**src/rtl/decode_sequencer.sv**
```systemverilog
// rtl/decode_sequencer.sv - Thumb halfword decode sequencer with one-entry issue buffer
//
// Purpose: accepts 16-bit Thumb halfwords from the fetch queue, addresses the
// microcode ROM, and registers the ROM word into a one-entry issue buffer.
// The BL prefix (11110) / suffix (11111) pair is fused into one micro-op; a
// prefix followed by anything else issues an illegal NOOP.
//
// Ports:
//   clk_i, reset_i          clock, asynchronous active-high reset
//   flush_i                 squash issue buffer and any held prefix
//   fetch_v_i/_instr_i/_pc_i, fetch_ready_o   fetch handshake
//   rom_addr_o, rom_data_i  combinational microcode ROM lookup
//   issue_v_o/_ucode_o/_instr_o/_pc_o/_illegal_o, issue_ready_i   issue handshake
//
// Optional: define DECODE_PERF_EN to add perf_issued_o, perf_stall_o and
// perf_illegal_o event counters (not cleared by flush_i).
module decode_sequencer #(
    parameter int UCODE_WIDTH_P = 32,
    parameter int INPUT_WIDTH_P = 10,
    parameter int PC_WIDTH_P    = 16
) (
    input  logic                     clk_i,
    input  logic                     reset_i,
    input  logic                     flush_i,
    input  logic                     fetch_v_i,
    input  logic [15:0]              fetch_instr_i,
    input  logic [PC_WIDTH_P-1:0]    fetch_pc_i,
    output logic                     fetch_ready_o,
    output logic [INPUT_WIDTH_P-1:0] rom_addr_o,
    input  logic [UCODE_WIDTH_P-1:0] rom_data_i,
    output logic                     issue_v_o,
    output logic [UCODE_WIDTH_P-1:0] issue_ucode_o,
    output logic [31:0]              issue_instr_o,
    output logic [PC_WIDTH_P-1:0]    issue_pc_o,
    output logic                     issue_illegal_o,
    input  logic                     issue_ready_i
`ifdef DECODE_PERF_EN
    ,
    output logic [31:0]              perf_issued_o,
    output logic [31:0]              perf_stall_o,
    output logic [15:0]              perf_illegal_o
`endif
);

    typedef enum logic {
        IDLE   = 1'b0,
        PREFIX = 1'b1
    } state_t;

    state_t state, state_n;

    logic [15:0]              pfx_instr;
    logic [PC_WIDTH_P-1:0]    pfx_pc;

    logic                     space;
    logic                     accept;
    logic                     is_prefix;
    logic                     is_suffix;

    logic                     load;
    logic                     pfx_capture;
    logic [UCODE_WIDTH_P-1:0] load_ucode;
    logic [31:0]              load_instr;
    logic [PC_WIDTH_P-1:0]    load_pc;
    logic                     load_illegal;

    // The buffer has room when empty or when its current entry leaves this cycle.
    assign space         = !issue_v_o | issue_ready_i;
    assign fetch_ready_o = space & !flush_i & !reset_i;
    assign accept        = fetch_v_i & fetch_ready_o;
    assign is_prefix     = (fetch_instr_i[15:11] == 5'b11110);
    assign is_suffix     = (fetch_instr_i[15:11] == 5'b11111);

    // While a prefix is held the ROM is addressed by the prefix, so the suffix
    // cycle picks up the BL micro-op rather than the suffix's own encoding.
    assign rom_addr_o = (state == PREFIX) ? pfx_instr[15:16-INPUT_WIDTH_P]
                                          : fetch_instr_i[15:16-INPUT_WIDTH_P];

    always_ff @(posedge clk_i or posedge reset_i) begin
        if (reset_i) begin
            state <= IDLE;
        end else begin
            state <= state_n;
        end
    end

    always_comb begin
        state_n      = state;
        load         = 1'b0;
        pfx_capture  = 1'b0;
        load_ucode   = rom_data_i;
        load_instr   = {16'h0000, fetch_instr_i};
        load_pc      = fetch_pc_i;
        load_illegal = 1'b0;
        if (flush_i) begin
            state_n = IDLE;
        end else if (accept) begin
            case (state)
                IDLE: begin
                    if (is_prefix) begin
                        pfx_capture = 1'b1;
                        state_n     = PREFIX;
                    end else begin
                        load = 1'b1;
                    end
                end
                PREFIX: begin
                    load       = 1'b1;
                    load_instr = {pfx_instr, fetch_instr_i};
                    load_pc    = pfx_pc;
                    state_n    = IDLE;
                    // Broken pair: the second halfword is consumed as part of
                    // the pair and issued as a NOOP flagged illegal.
                    if (!is_suffix) begin
                        load_ucode   = '0;
                        load_illegal = 1'b1;
                    end
                end
                default: state_n = IDLE;
            endcase
        end
    end

    always_ff @(posedge clk_i or posedge reset_i) begin
        if (reset_i) begin
            issue_v_o       <= 1'b0;
            issue_ucode_o   <= '0;
            issue_instr_o   <= '0;
            issue_pc_o      <= '0;
            issue_illegal_o <= 1'b0;
            pfx_instr       <= '0;
            pfx_pc          <= '0;
        end else if (flush_i) begin
            issue_v_o <= 1'b0;
            pfx_instr <= '0;
            pfx_pc    <= '0;
        end else begin
            if (load) begin
                issue_v_o       <= 1'b1;
                issue_ucode_o   <= load_ucode;
                issue_instr_o   <= load_instr;
                issue_pc_o      <= load_pc;
                issue_illegal_o <= load_illegal;
            end else if (issue_ready_i) begin
                issue_v_o <= 1'b0;
            end
            if (pfx_capture) begin
                pfx_instr <= fetch_instr_i;
                pfx_pc    <= fetch_pc_i;
            end
        end
    end

`ifdef DECODE_PERF_EN
    always_ff @(posedge clk_i or posedge reset_i) begin
        if (reset_i) begin
            perf_issued_o  <= '0;
            perf_stall_o   <= '0;
            perf_illegal_o <= '0;
        end else begin
            if (issue_v_o & issue_ready_i) begin
                perf_issued_o <= perf_issued_o + 32'd1;
                if (issue_illegal_o) begin
                    perf_illegal_o <= perf_illegal_o + 16'd1;
                end
            end
            if (issue_v_o & !issue_ready_i) begin
                perf_stall_o <= perf_stall_o + 32'd1;
            end
        end
    end
`endif

endmodule
```
**config.mk**
```make
export PLATFORM = sky130hd
export DESIGN_NAME = decode_sequencer
export DESIGN_NICKNAME = d
export VERILOG_FILES = /design/src/rtl/decode_sequencer.sv
export SDC_FILE = /design/constraint.sdc
export NUM_CORES = 1
export LEC_CHECK = 0
export CAP_MARGIN = 20
export CORE_MARGIN = 2
export CORE_UTILIZATION = 50
export CTS_CLUSTER_SIZE = 25
export DETAILED_ROUTE_END_ITERATION = 16
export PLACE_DENSITY = 0.84
export SLEW_MARGIN = 20
export SYNTH_ARGS = -nofsm -noshare
export SYNTH_HDL_FRONTEND = slang
export SYNTH_SLANG_ARGS = --single-unit
export TNS_END_PERCENT = 5
```
**constraint.sdc**
```tcl
create_clock -name clk_i -period 10.83 [get_ports clk_i]
set_input_delay 2.166 -clock clk_i [delete_from_list [all_inputs] [get_ports clk_i]]
set_output_delay 2.166 -clock clk_i [all_outputs]
set_load 0.05 [all_outputs]
```
After elaboration in Yosys (flattened, before gate mapping). Cells that the tools add are included. W data, S select, Z words.

Register bits: 115. Bits in latches: 0. Bits in writable memories: 0. ROM bits: 0. Output and inout bits: 93. Memories: 0.

$add $sub $neg: 0. Multiply operators: 0. Divide/modulo/power cells: 0. Magnitude comparators: 0. Equality and inequality tests: 2. Shift-type cells: 0. Multiplexer cells: 29. Bitwise gates (word level): 6. Reductions and logical operators: 7.

Operator list (count): $mux W32 (5); $mux W16 (6); $mux W1 (15); $eq A5 B5 Y1 const B (2); $mux W10 (1); $pmux W1 S2 (2); $reduce_bool A2 Y1 (2); $and A1 B1 Y1 (3); $logic_not A1 Y1 (3); $reduce_bool A3 Y1 (1); $not A1 Y1 (2); $reduce_and A2 Y1 (1); $or A1 B1 Y1 (1).

Longest topological paths before layout. Gate-level depths: netlist of the first run.

Depth in word-level cells: 9. Gate-level depth with buffers: 6. Depth with buffers taken out: 4.

Worst setup path before layout of the first run. No wires, ideal clock.

Path type: input to output. From: input port reset_i. To: output port fetch_ready_o. Arrival: 5.369 ns. Data required time: 8.664 ns. Slack: 3.295 ns. Cell stages on the path: 2. Path through: inv_1 -> and3_1.

Longest elaborated chain between the ends: 2.

RTL lines: start: declaration (line 23) `input logic reset_i,`; $logic_not A1 Y1 (no line); $and A1 B1 Y1 (line 69) `assign fetch_ready_o = space & !flush_i & !reset_i;`; end: declaration (line 28) `output logic fetch_ready_o,`.

Every way passes these cells.

Final worst setup path of the first run. Ends and elaborated chain as after synthesis.

==> flow_metrics.py, run 1 <==
metrics = {
    "clock_network": {
        "cts_max_level": 4,
        "cts_buffers": 17,
        "cts_resized": 0,
        "clock_slew_seen_by_the_registers_of_the_worst_setup_and_hold_paths_ns": 0.05,
        "postCtsSetupRepairBufs": 0,
        "clk_latency_ns": 0.51,
        "clk_buf_depth": 2,
        "cts_root_buf": "sky130_fd_sc_hd__clkbuf_8",
        "cts_sinks": 115,
        "cts_hold_repair_buffers": 0,
        "cts_tree": "done",
    },
    "sta": {
        "slew-limit-headroom_pct": 34.2,
        "setup_repair_after_global_routing_missed_its_margin": "false",
        "final-hold-violation-count": 0,
        "fin_skew_ns": 0.00683,
        "final_period_minus_worst_setup_slack_ns": 6.44,
        "fmaxAchievable_mhz": 155,
        "report.final.setup_viol": 0,
        "worstMarginPinSlew_ns": 0.985,
        "setup_tns_ns": 0,
        "min_period_over_period_pct": 59.4,
        "slew_viol_final": 0,
    },
    "route": {
        "drt_pass1_iterations": 4,
        "drtIter0Drc": 174,
        "drt_drc_violations_left": 0,
        "wire_per_inst_um": 18.1,
        "detail_route.wirelength_mm": 12.9,
        "vias": 3769,
        "avgViaCountPerCell": 5.29,
        "ant_nets": 0,
    },
    "logic_synthesis": {
        "main_area_contributors_after_synthesis": "sky130_fd_sc_hd__dfrtp_1 57%, sky130_fd_sc_hd__mux2_2 12%, sky130_fd_sc_hd__mux2_4 8.0%, sky130_fd_sc_hd__o21ai_0 6.1%, sky130_fd_sc_hd__nor2b_1 3.3%",
        "postSynth.asyncResetShare_pct": 100,
        "postSynthNetCount": 476,
        "share_of_the_synthesized_area_in_the_top_cell_type_pct": 57.0,
        "post-synth-top-count-cell": "sky130_fd_sc_hd__dfrtp_1",
        "synth.yosys.seq_area_share_pct": 57.0,
        "main_flop_type_after_synthesis": "sky130_fd_sc_hd__dfrtp_1",
        "synthesis.instances": 407,
        "synth-seq-cells": 115,
        "synthesis.area_per_instance_um2": 12.4,
        "synth_enable_flop_cells": 0,
        "synth_area_mm2": 0.00505,
        "synth-warning-count": 0,
        "synth.cells.most_frequent": "115 x sky130_fd_sc_hd__dfrtp_1, 62 x sky130_fd_sc_hd__o21ai_0, 56 x sky130_fd_sc_hd__mux2_2",
        "synth_top_cell_by_area": "sky130_fd_sc_hd__dfrtp_1",
        "yosysUniqueCellTypes": 33,
    },
    "power": {
        "p_clk_share_pct": 37.8,
        "power.combinational.fraction_pct": 26.6,
        "p_switching_uw": 459,
        "switching_share_pct": 32.7,
        "power.density_cell_area_mw_per_mm2": 191,
        "p_int_uw": 944,
        "sequentialPowerShare_pct": 35.7,
        "vdd_drop_max_v": 0.000124,
        "report.power.total_uw": 1400,
        "static-leakage-power_uw": 0.00336,
    },
    "finish": {
        "diodes": 0,
        "layout-drive-gt1-share_pct": 21.9,
        "area_delta_synth_final_pct": 45.7,
        "fin_nets": 636,
    },
    "global_routing": {
        "antenna_violations_before_repair": 0,
        "grt_max_degree": 61,
        "grt_first_pass_wirelength_mm": 20.9,
        "grt-ovfl-total": 0,
        "grt_usage_pct": 24.3,
        "grt_pass1_vias": 4009,
    },
    "worst_setup_path": {
        "critPathArrivalTime_ns": 4.27,
        "crit_path_start_kind": "input pin",
        "critPathRequiredTime_ns": 8.66,
        "crit_type": "in2out",
        "worstSetupEndpointType": "primary output",
        "path_max_fanout": 60,
        "worst_path_max_delay_cell": "sky130_fd_sc_hd__clkdlybuf4s50_1",
        "cp_slowest_stage_delay_ns": 0.81,
        "timing.critical_path.buf_inv": 3,
        "cpLargestDelayFamily": "buffers and inverters",
        "crit_chain": "clkdlybuf4s50_1 -> inv_4 -> and3_1 -> clkdlybuf4s50_1",
        "worst_path_most_repeated_cell": "sky130_fd_sc_hd__clkdlybuf4s50_1",
    },
    "min_path": {
        "hp-class": "reg2reg",
    },
    "floorplanning": {
        "floorplan.die_area_mm2": 0.0109,
        "core_mm2": 0.00977,
        "horizontal_die_dimension_um": 104,
        "placement_rows": 36,
        "num_io_pins": 162,
        "initial_core_utilization_pct": 51.6,
        "chipHeight_um": 104,
    },
    "status": {
        "result_of_the_run": "completed",
    },
    "flow_run": {
        "max_cap_viol_count": 0,
    },
    "placed_design": {
        "port_buffers": 161,
        "routabilityCongestion": 0.752,
        "post-dp-hpwl_mm": 8.36,
    },
}
worst register-to-register path, cell delays in order (launching register included):
cell                       delay, ns
sky130_fd_sc_hd__dfrtp_1        0.40
sky130_fd_sc_hd__nand2b_1       0.15
sky130_fd_sc_hd__nand4_2        0.77
sky130_fd_sc_hd__nor2_4         0.89
sky130_fd_sc_hd__buf_16         0.25
sky130_fd_sc_hd__mux2_2         0.37
path summary, 6_finish.rpt:
check	cells past startpoint	slack [ns]	endpoint	start
max in group asynchronous	3	7.49	issue_instr_o[28]	reset_i
min in group asynchronous	2	2.13	issue_ucode_o[3]	reset_i
max	4	4.39	fetch_ready_o	reset_i
min	1	0.47	issue_illegal_o	issue_illegal_o
max reg2reg	5	7.89	issue_pc_o[14]	issue_v_o
min reg2reg	1	0.47	issue_illegal_o	issue_illegal_o
layout make-up:
| type | count | area (um^2) |
|---|---|---|
| tap | 133 | 166 |
| multi-input combinational | 256 | 2010 |
| clock inverter | 12 | 134 |
| sequential | 115 | 2880 |
| timing repair buffer | 168 | 1700 |
| clock buffer | 20 | 435 |
| fill | 666 | 2420 |
| inverter | 9 | 36.3 |
metrics by stage:
step           instances  hold slack (ns)  utilization, %  instance area (um^2)  setup WS (ns)
2_1_floorplan        407            0.458               -                  5050           3.30
3_3_place_gp         679            0.458            68.8                  6730           4.36
3_5_place_dp         679            0.465            68.9                  6740           4.34
4_1_cts              711            0.477            74.7                  7300           4.34
5_1_grt              713            0.488            75.2                  7350           4.23
6_report             713            0.473            75.2                  7350           4.39
layer usage:
metal | vias to the layer above | share of wire, % | track usage [%]
li1 | 1727 | - | -
met1 | 1863 | 42 | 29.9
met2 | 156 | 48 | 40.3
met3 | 23 | 7.6 | 7.89
met4 | 0 | 1.8 | 8.01
met5 | - | 0 | 0
cells by family (layout without fill, tap and decap cells):
kind of cell | after synthesis | in the layout | share of synthesized area [%]
flops | 115 | 115 | 57.0
compound gates | 87 | 87 | 9.70
mux | 85 | 85 | 21.0
simple gates | 84 | 84 | 8.88
buf+inv | 36 | 209 | 3.45
sequential cells by signal (all words and copies together) (netlist names):
name and cells:
issue_illegal_o 1, issue_instr_o 32, issue_pc_o 16, issue_ucode_o 32
issue_v_o 1, pfx_instr 16, pfx_pc 16, state 1
cells in the final DEF, fill, tap and decap left out, drive strengths merged:
cell type,netlist,routed
clkdlybuf4s50,0,161
dfrtp,115,115
mux2,84,84
o21ai,66,66
nand2,35,35
nor2b,27,27
clkbuf,16,20
a21o,10,10
clkinv,1,9
inv,8,8
nor3,8,8
buf,11,7
a22o,6,6
and2,4,4
a21oi,3,3
nor2,3,3
nand2b,2,2
bufinv,0,2
clkinvlp,0,2
nand3,2,2
and3,1,1
nand4,1,1
o21a,1,1
or2,1,1
mux2i,1,1
a31o,1,1
power by group through the flow:
stage,sequential (uW),combinational (uW),clock (uW)
finish,500,373,530
global route,506,388,559
CTS,501,375,536
detailed placement,507,373,0
global placement,505,367,0
floorplan,667,67.8,0
Note: power is estimated with default switching activity, not from simulation.
==> run 2: changes to the inputs <==
Settings changed: CORE_UTILIZATION 50 to 42, PLACE_DENSITY 0.84 to 0.75.
Clock period 10.83 ns to 5.68 ns, I/O delays scaled along.
==> run 2 against run 1 <==
  * Clock skew hardly changed
  * Via count decreased by 0.82%
  * Worst setup slack worse by 2.9 ns
  * Routed wire length decreased by 3.7%
  * Combinational power rose by 90%
  * Register-to-register slack lost 4.6 ns
  * Count of clock-buffer cells in the layout is 4 higher
  * Sequential share of layout area is 0.42 points lower
  * Critical path depth rose by 1
  * First-iteration DRC count up 120%
  * Clock power grew 110%
  * Critical endpoint unchanged
==> flow_metrics.py, run 2 (synthesis results as in run 1) <==
metrics = {
    "status": {
        "result_of_the_run": "completed",
    },
    "clock_network": {
        "cts_hold_repair_buffers": 0,
        "cts_buffers": 17,
        "cts_resized": 0,
        "clk_buf_depth": 2,
        "postCtsSetupRepairBufs": 0,
        "cts_root_buf": "sky130_fd_sc_hd__clkbuf_16",
        "cts_tree": "done",
        "cts_max_level": 4,
        "cts_sinks": 115,
        "clk_latency_ns": 0.39,
        "clock_slew_seen_by_the_registers_of_the_worst_setup_and_hold_paths_ns": 0.05,
    },
    "worst_setup_path": {
        "cp_slowest_stage_delay_ns": 0.72,
        "crit_chain": "clkdlybuf4s50_1 -> buf_4 -> inv_1 -> and3_1 -> clkdlybuf4s50_1",
        "cpLargestDelayFamily": "buffers and inverters",
        "path_max_fanout": 33,
        "worstSetupEndpointType": "primary output",
        "rr_startpoint": "state",
        "worst_path_max_delay_cell": "sky130_fd_sc_hd__clkdlybuf4s50_1",
        "crit_path_start_kind": "input pin",
        "reg_to_reg_slack_setup_ns": 3.24,
        "timing.critical_path.buf_inv": 4,
        "crit_type": "in2out",
        "critPathRequiredTime_ns": 4.54,
        "worst_path_most_repeated_cell": "sky130_fd_sc_hd__clkdlybuf4s50_1",
        "worstRegToRegCells": 5,
        "critPathCapture": "fetch_ready_o",
        "crit_cells": 5,
        "startpoint_of_the_worst_setup_timing_path": "flush_i",
        "crit-reg2reg-capture": "issue_ucode_o[2]",
        "critPathArrivalTime_ns": 3.07,
    },
    "power": {
        "power.density_cell_area_mw_per_mm2": 373,
        "static-leakage-power_uw": 0.00339,
        "p_clk_share_pct": 40.0,
        "p_int_uw": 1910,
        "sequentialPowerShare_pct": 34.4,
        "switching_share_pct": 31.0,
        "p_switching_uw": 858,
        "report.power.total_uw": 2770,
        "power.combinational.fraction_pct": 25.6,
        "vdd_drop_max_v": 0.000179,
    },
    "finish": {
        "layout-drive-gt1-share_pct": 22.2,
        "layout.filler_cells": 928,
        "diodes": 0,
        "layout.cells.most_common": "sky130_fd_sc_hd__clkdlybuf4s50_1",
        "most-common-layout-cells": "161 x sky130_fd_sc_hd__clkdlybuf4s50_1, 115 x sky130_fd_sc_hd__dfrtp_1, 62 x sky130_fd_sc_hd__o21ai_0, 56 x sky130_fd_sc_hd__mux2_2, 35 x sky130_fd_sc_hd__nand2_1",
        "final_cells": 728,
        "area_delta_synth_final_pct": 47.3,
        "finish.instance_area_mm2": 0.00743,
        "fin_util_pct": 62.6,
        "largestRegisters": "issue_instr_o x32, issue_ucode_o x32",
        "fin_nets": 637,
    },
    "sta": {
        "setup_tns_ns": 0,
        "report.final.setup_viol": 0,
        "fin_skew_ns": 0.00644,
        "worstMarginPinSlew_ns": 0.833,
        "final_period_minus_worst_setup_slack_ns": 4.20,
        "fmaxAchievable_mhz": 238,
        "min_period_over_period_pct": 74.0,
        "slew_viol_final": 0,
        "final-hold-violation-count": 0,
        "setup_repair_after_global_routing_missed_its_margin": "false",
        "slew-limit-headroom_pct": 44.4,
    },
    "route": {
        "ant_nets": 0,
        "drt_drc_violations_left": 0,
        "drt_pass1_iterations": 4,
        "avgViaCountPerCell": 5.13,
        "detail_route.wirelength_mm": 12.4,
        "drtIter0Drc": 376,
        "wire_per_inst_um": 17.1,
        "vias": 3738,
    },
    "placed_design": {
        "numPlacedInstances": 694,
        "port_buffers": 161,
        "placed_area_mm2": 0.00676,
        "post-dp-hpwl_mm": 8.33,
        "routabilityCongestion": 0.780,
    },
    "global_routing": {
        "grt_max_degree": 67,
        "grt_usage_pct": 19.7,
        "antenna_violations_before_repair": 0,
        "grt_pass1_vias": 3861,
        "grt-ovfl-total": 0,
        "grt_first_pass_wirelength_mm": 20.0,
    },
    "floorplanning": {
        "core_mm2": 0.0119,
        "num_io_pins": 162,
        "floorplan.die_area_mm2": 0.0129,
        "initial_core_utilization_pct": 42.5,
        "horizontal_die_dimension_um": 114,
        "chipHeight_um": 114,
        "placement_rows": 40,
    },
    "flow_run": {
        "max_cap_viol_count": 0,
    },
    "min_path": {
        "hold_path_startpoint": "issue_instr_o[31]",
        "hp-class": "reg2reg",
    },
}
-- run 2: worst min path at each step --
stage	cells after the start	slack, ns	endpoint
detailed placement	1	0.47	issue_instr_o[31]
CTS	1	0.48	issue_instr_o[31]
floorplan	1	0.46	issue_instr_o[17]
global placement	1	0.46	issue_instr_o[27]
finish	1	0.48	issue_instr_o[31]
global route	1	0.50	issue_instr_o[31]
-- run 2: cell type report --
class,count,area [um^2],area share (%)
tap,147,184,2.48
clock buffer,24,502,6.75
sequential,115,2880,38.7
inverter,9,36.3,0.488
timing repair buffer,169,1700,22.8
clock inverter,8,123,1.65
multi-input combinational,256,2010,27.1
-- run 2: metrics by stage --
step	hold WS, ns	setup slack [ns]
2_1_floorplan	0.458	0.205
3_3_place_gp	0.463	1.20
3_5_place_dp	0.468	0.992
4_1_cts	0.480	1.42
5_1_grt	0.500	1.39
6_report	0.481	1.48
-- run 2: worst register-to-register path, cell delays in order (launching register included) --
cell and delay (ns):
sky130_fd_sc_hd__dfrtp_1 0.54, sky130_fd_sc_hd__nand2b_1 0.27, sky130_fd_sc_hd__nor3_4 0.31, sky130_fd_sc_hd__buf_6 0.27, sky130_fd_sc_hd__or2_2 0.64, sky130_fd_sc_hd__o21ai_0 0.24
-- run 2: power by group through the flow --
stage	sequential [uW]	combinational, uW	clock, uW
3_5_place_dp	968	710	0
3_3_place_gp	963	701	0
6_report	954	709	1110
5_1_grt	965	740	1170
2_1_floorplan	1270	129	0
4_1_cts	954	712	1130
-- run 2: per-layer routing --
metal | part of all wire, % | GRT usage, %
met5 | 0 | 0
met1 | 45 | 25.9
met4 | 0.83 | 5.93
met3 | 7.6 | 6.43
met2 | 47 | 31.3
==> variant 1 (settings of run 2) <==
`PC_WIDTH_P`: 16 -> 18.
--- a/src/rtl/decode_sequencer.sv
+++ b/src/rtl/decode_sequencer.sv
@@ -19,3 +19,3 @@
     parameter int INPUT_WIDTH_P = 10,
-    parameter int PC_WIDTH_P    = 16
+    parameter int PC_WIDTH_P    = 18
 ) (
Ports: changed (resized fetch_pc_i and issue_pc_o); port bits go from 162 to 166. The function was not compared with the original's and may differ.
==> variant 1 against run 2 <==
  * Wire length grew 7.0%
  * Sequential cell count rose by 4
  * Final area is 3.1% higher
  * Worst setup slack improved by 160 ps
  * Sequential power grew 3.9%
  * Via count rose by 4.4%
  * Total power rose by 3.4%
  * Sequential share of layout area increased by 0.14 points
  * Final cell count rose by 4.9%
  * Hold slack got worse by 6.4 ps
  * Area after synthesis up 4.3%
  * Critical endpoint unchanged
  * Largest power group unchanged
  * Highest routed layer unchanged
==> variant 1: results (changes against run 2) <==
metric,value,unit,change
instances_no_fill,764,,+4.9%
avgSynthCellArea,12.5,sq um,+1.1%
netlist_top_cells_count,"dfrtp_1 (119), o21ai_0 (63), mux2_2 (57)",,
firstDrtPassIters,4,,unchanged
skew,5.63,ps,-0.810 ps
critPathSlowestCell,clkdlybuf4s50_1,,
ant_nets,0,,unchanged
vdd_drop_max,0.163,mV,-9.1%
drive_above_1_share,0.220,,-0.00223
synth_cell_types,32,,-3.0%
seq_area_frac_synth,0.566,,-0.00457
r2r_slack,2620,ps,-620 ps
tightestPinTransition,1080,ps,+251 ps
period_share,0.712,,-0.0274
antenna_found_initial,0,,unchanged
drtIter0Drc,199,,-47%
grt.total_usage,0.210,,+0.0126
h-tree-depth,4,,unchanged
grt_pass1_wl,21400,um,+6.9%
cts-root-buf,clkbuf_16,,
whs,475,ps,-6.43 ps
reg_top3,"issue_instr_o x32, issue_ucode_o x32",,
post_drt_wl_per_cell,17.4,um,+1.9%
grt_pass1_vias,4217,,+9.2%
clkTransAtPathRegs,50,ps,about the same
worstSkewPairLatency,400,ps,
vias,3901,,+4.4%
pre_cts_ws,1470,ps,+482 ps
grt_max_degree,64,,-4.5%
syn_nets,491,,+3.2%
postCtsSetupBuffers,0,,unchanged
r2r-start,state$_DFFE_PP0P_,,
cp_slowest_stage_delay,830,ps,+110 ps
clockBufferDepth,2,,unchanged
outcome,"finished, final reports clean",,
synth_area_leaders,"dfrtp_1 (57%), mux2_2 (12%), mux2_4 (8.3%), o21ai_0 (6.0%), nor2b_1 (3.3%)",,
port_buffers,165,,+2.5%
place_area,0.00703,sq mm,+3.9%
async_flop_share,1.00,,unchanged
gp_congestion,0.808,,+3.7%
p_leak,3.43,nW,+1.3%
layout.nets,654,,+2.7%
diodes,0,,unchanged
place_inst,732,,+5.5%
post-dp-hpwl,8910,um,+7.0%
hold_class,flip-flop to flip-flop,,
worstPathArrival,2910,ps,-160 ps
startpoint,issue_ready_i,,
critPathMaxFanout,3,,-91%
switching_power,0.875,mW,+1.9%
worstHoldStart,issue_instr_o[31]$_DFFE_PP0P_,,
cts.repair.resized,0,,unchanged
synth.yosys.warnings,0,,unchanged
n_fill_cell,947,,+2.0%
variant 1: path summary, 6_finish.rpt:
kind | cells after the start | to
setup reg to reg | 7 | issue_pc_o[9]$_DFFE_PP0P_
hold reg to reg | 1 | issue_instr_o[31]$_DFFE_PP0P_
min in group asynchronous | 3 | issue_ucode_o[21]$_DFFE_PP0P_
hold / removal | 1 | issue_instr_o[31]$_DFFE_PP0P_
setup / recovery | 4 | fetch_ready_o
max in group asynchronous | 4 | pfx_instr[7]$_DFFE_PP0P_
variant 1: cell families (layout without fill, tap and decap cells):
group / after synthesis / in the layout / share of synthesized area
muxes: 91 / 91 / 0.215
and+or+nand+nor: 85 / 85 / 0.0839
buffers and inverters: 38 / 214 / 0.0409
DFF: 119 / 119 / 0.566
AOI/OAI and AO/OA: 87 / 87 / 0.0944
variant 1: routing by layer:
metal  GRT usage  part of all wire  routed length (um)
met1       0.273              0.44                5920
met5           0                 0                   0
met2       0.330              0.47                6180
met4      0.0810             0.022                 299
met3      0.0649             0.067                 894
variant 1: critical path, delay by kind of cell:
kind	cells	cell delay [ps]
buffers and inverters	2	1350
and+or+nand+nor	2	430
variant 1: power groups by stage:
stage | Combinational (mW) | Sequential (mW) | Clock [mW]
finish | 0.741 | 0.991 | 1.13
global route | 0.777 | 1.00 | 1.20
CTS | 0.747 | 0.991 | 1.16
detailed placement | 0.745 | 1.00 | 0
global placement | 0.733 | 1.00 | 0
floorplan | 0.141 | 1.32 | 0
variant 1: final cells by class:
type / count / area, sq um / share of cell area
clock buffers: 24 / 492 / 0.0642
inverters: 9 / 36.3 / 0.00474
clock inverters: 8 / 143 / 0.0186
repair buffers: 173 / 1710 / 0.223
flip-flops and latches: 119 / 2980 / 0.389
well taps: 168 / 210 / 0.0274
multi-input cells: 263 / 2090 / 0.273
==> variant 2 (config.mk and constraints of run 2) <==
Without the edit above. The option `DECODE_PERF_EN` is turned on by a define.
--- a/src/rtl/decode_sequencer.sv
+++ b/src/rtl/decode_sequencer.sv
@@ -16,2 +16,4 @@
 // perf_illegal_o event counters (not cleared by flush_i).
+`define DECODE_PERF_EN
+
 module decode_sequencer #(
Behaviour (old outputs only; new: perf_illegal_o, perf_issued_o and perf_stall_o): unchanged (Yosys induction, for registers that start in step).
==> variant 2 against run 2 <==
  * Worst setup slack better by 41 ps
  * Total power is 32% higher
  * Sequential cell count is 80 higher
  * Via count is 74% higher
  * Wire length is 72% higher
  * Final area is 56% higher
  * Area after synthesis is 65% higher
  * Largest power group is now sequential cells
==> variant 2: results (changes against run 2) <==
metric,value,unit,change
slew_headroom,0.304,,-0.140
hold_class,flip-flop to flip-flop,,
grt.total_usage,0.207,,+0.00998
cp_slowest_stage_delay,870,ps,+150 ps
synth_area_leaders,"dfrtp_1 (59%), xnor2_1 (5.3%), o21ai_0 (4.5%), nand3_1 (3.8%), mux2_2 (3.7%)",,
maxSlewViolCount,0,,unchanged
cts_made_buffers,17,,unchanged
outcome,"finished, final reports clean",,
gp_congestion,0.787,,+0.89%
post_drt_wl_per_cell,17.4,um,+2.2%
grt_pass1_wl,34200,um,+71%
cts.repair.resized,0,,unchanged
wirelength,21400,um,+72%
worstSkewPairLatency,420,ps,+30 ps
min_delay_path_depth,1,,unchanged
antenna_found_initial,1,,+1
critPathSlowestCell,clkdlybuf4s50_1,,
grt_pass1_vias,6504,,+68%
synth_cell_types,41,,+24%
synth_ff_type,dfrtp_1,,
switching_power,1.19,mW,+39%
avgSynthCellArea,11.5,sq um,-6.9%
critPathMaxFanout,8,,-76%
seq_area_frac_synth,0.586,,+0.0161
diodes,0,,unchanged
postCtsSetupBuffers,0,,unchanged
syn_nets,793,,+67%
place_inst,1198,,+73%
port_buffers,241,,+50%
via_per_inst,5.31,,+3.3%
vdd_drop_max,0.197,mV,+9.8%
n_fill_cell,1635,,+76%
drtIter0Drc,316,,-16%
tns,0,ps,unchanged
r2r-start,state$_DFFE_PP0P_,,
drive_above_1_share,0.0800,,-0.142
async_flop_share,1.00,,unchanged
whs_endpoint,perf_illegal_o[15]$_DFFE_PP0P_,,
firstDrtPassIters,4,,unchanged
skew,10.0,ps,+3.56 ps
layout.nets,1024,,+61%
reg2regPathDepth,5,,unchanged
post-dp-hpwl,14600,um,+76%
r2r_slack,2670,ps,-570 ps
worstHoldStart,perf_illegal_o[15]$_DFFE_PP0P_,,
worstReg2RegEnd,issue_instr_o[2]$_DFFE_PP0P_,,
clockBufferDepth,2,,unchanged
p_leak,4.88,nW,+44%
cts-root-buf,clkbuf_16,,
worstPathArrival,3020,ps,-50 ps
h-tree-depth,4,,unchanged
netlist_top_cells_count,"dfrtp_1 (195), o21ai_0 (74), nand3_1 (64)",,
clkTransAtPathRegs,60,ps,
grt_max_degree,111,,+66%
==> variant 2: cell types whose count changed in the layout (fill, tap and decap cells not counted), sizes merged, moves of 27 or more <==
cell,before,now
clkdlybuf4s50,161,241
dfrtp,115,195
nand3,2,64
mux2,84,27
xnor2,0,50
nand2b,2,29
xor2,0,27
==> variant 2: metrics by stage <==
step                instance area, sq um  total power, mW  hold WS, ps  setup slack [ps]
global placement                   11000             2.54          457              1550
global route                       11600             3.81          497              1400
finish                             11600             3.66          467              1520
CTS                                11500             3.70          470              1520
floorplan                           8330             2.18          462              1960
detailed placement                 11000             2.55          462              1550
==> variant 2: layout make-up <==
type,instances,share of cell area
Clock buffer,23,0.0413
Sequential cell,195,0.422
Inverter,9,0.00325
Timing Repair Buffer,251,0.216
Clock inverter,7,0.00671
Multi-Input combinational cell,478,0.281
Tap cell,265,0.0287
==> variant 2: per-layer routing <==
metal | up-vias | GRT usage | part of all wire
met3 | 23 | 0.0579 | 0.074
met5 | - | 0 | 0.00061
met1 | 3256 | 0.288 | 0.44
li1 | 3023 | - | -
met2 | 211 | 0.316 | 0.47
met4 | 2 | 0.0639 | 0.017
==> variant 2: how the worst max path moves through the flow <==
| stage | start | endpoint | slack [ps] | cells past startpoint |
|---|---|---|---|---|
| 2_1_floorplan | flush_i | fetch_ready_o | 1960 | 3 |
| 3_5_place_dp | issue_ready_i | fetch_ready_o | 1550 | 5 |
| 3_3_place_gp | issue_ready_i | fetch_ready_o | 1550 | 5 |
| 6_report | issue_ready_i | fetch_ready_o | 1520 | 5 |
| 5_1_grt | issue_ready_i | fetch_ready_o | 1400 | 5 |
| 4_1_cts | issue_ready_i | fetch_ready_o | 1520 | 5 |
==> variant 2: cells by family after synthesis <==
logic type / after synthesis / synth area share
and+or+nand+nor: 239 / 0.156
DFF: 195 / 0.586
AOI/OAI and AO/OA: 116 / 0.0896
xor gates and xnor gates: 77 / 0.0810
buffers and inverters: 48 / 0.0265
muxes: 43 / 0.0558
adders and majority gates: 3 / 0.00451
==> variant 2: worst max-delay path: cells and delay by family <==
| family | cells | cell delay (ps) |
|---|---|---|
| buffers and inverters | 3 | 1640 |
| AND/OR/NAND/NOR | 2 | 240 |
==> variant 2: power by group through the flow <==
stage / logic, mW / clock network, mW / registers [mW]
global placement: 0.920 / 0 / 1.62
CTS: 0.931 / 1.17 / 1.59
detailed placement: 0.928 / 0 / 1.62
finish: 0.924 / 1.14 / 1.59
floorplan: 0.178 / 0 / 2.00
global route: 0.972 / 1.23 / 1.61
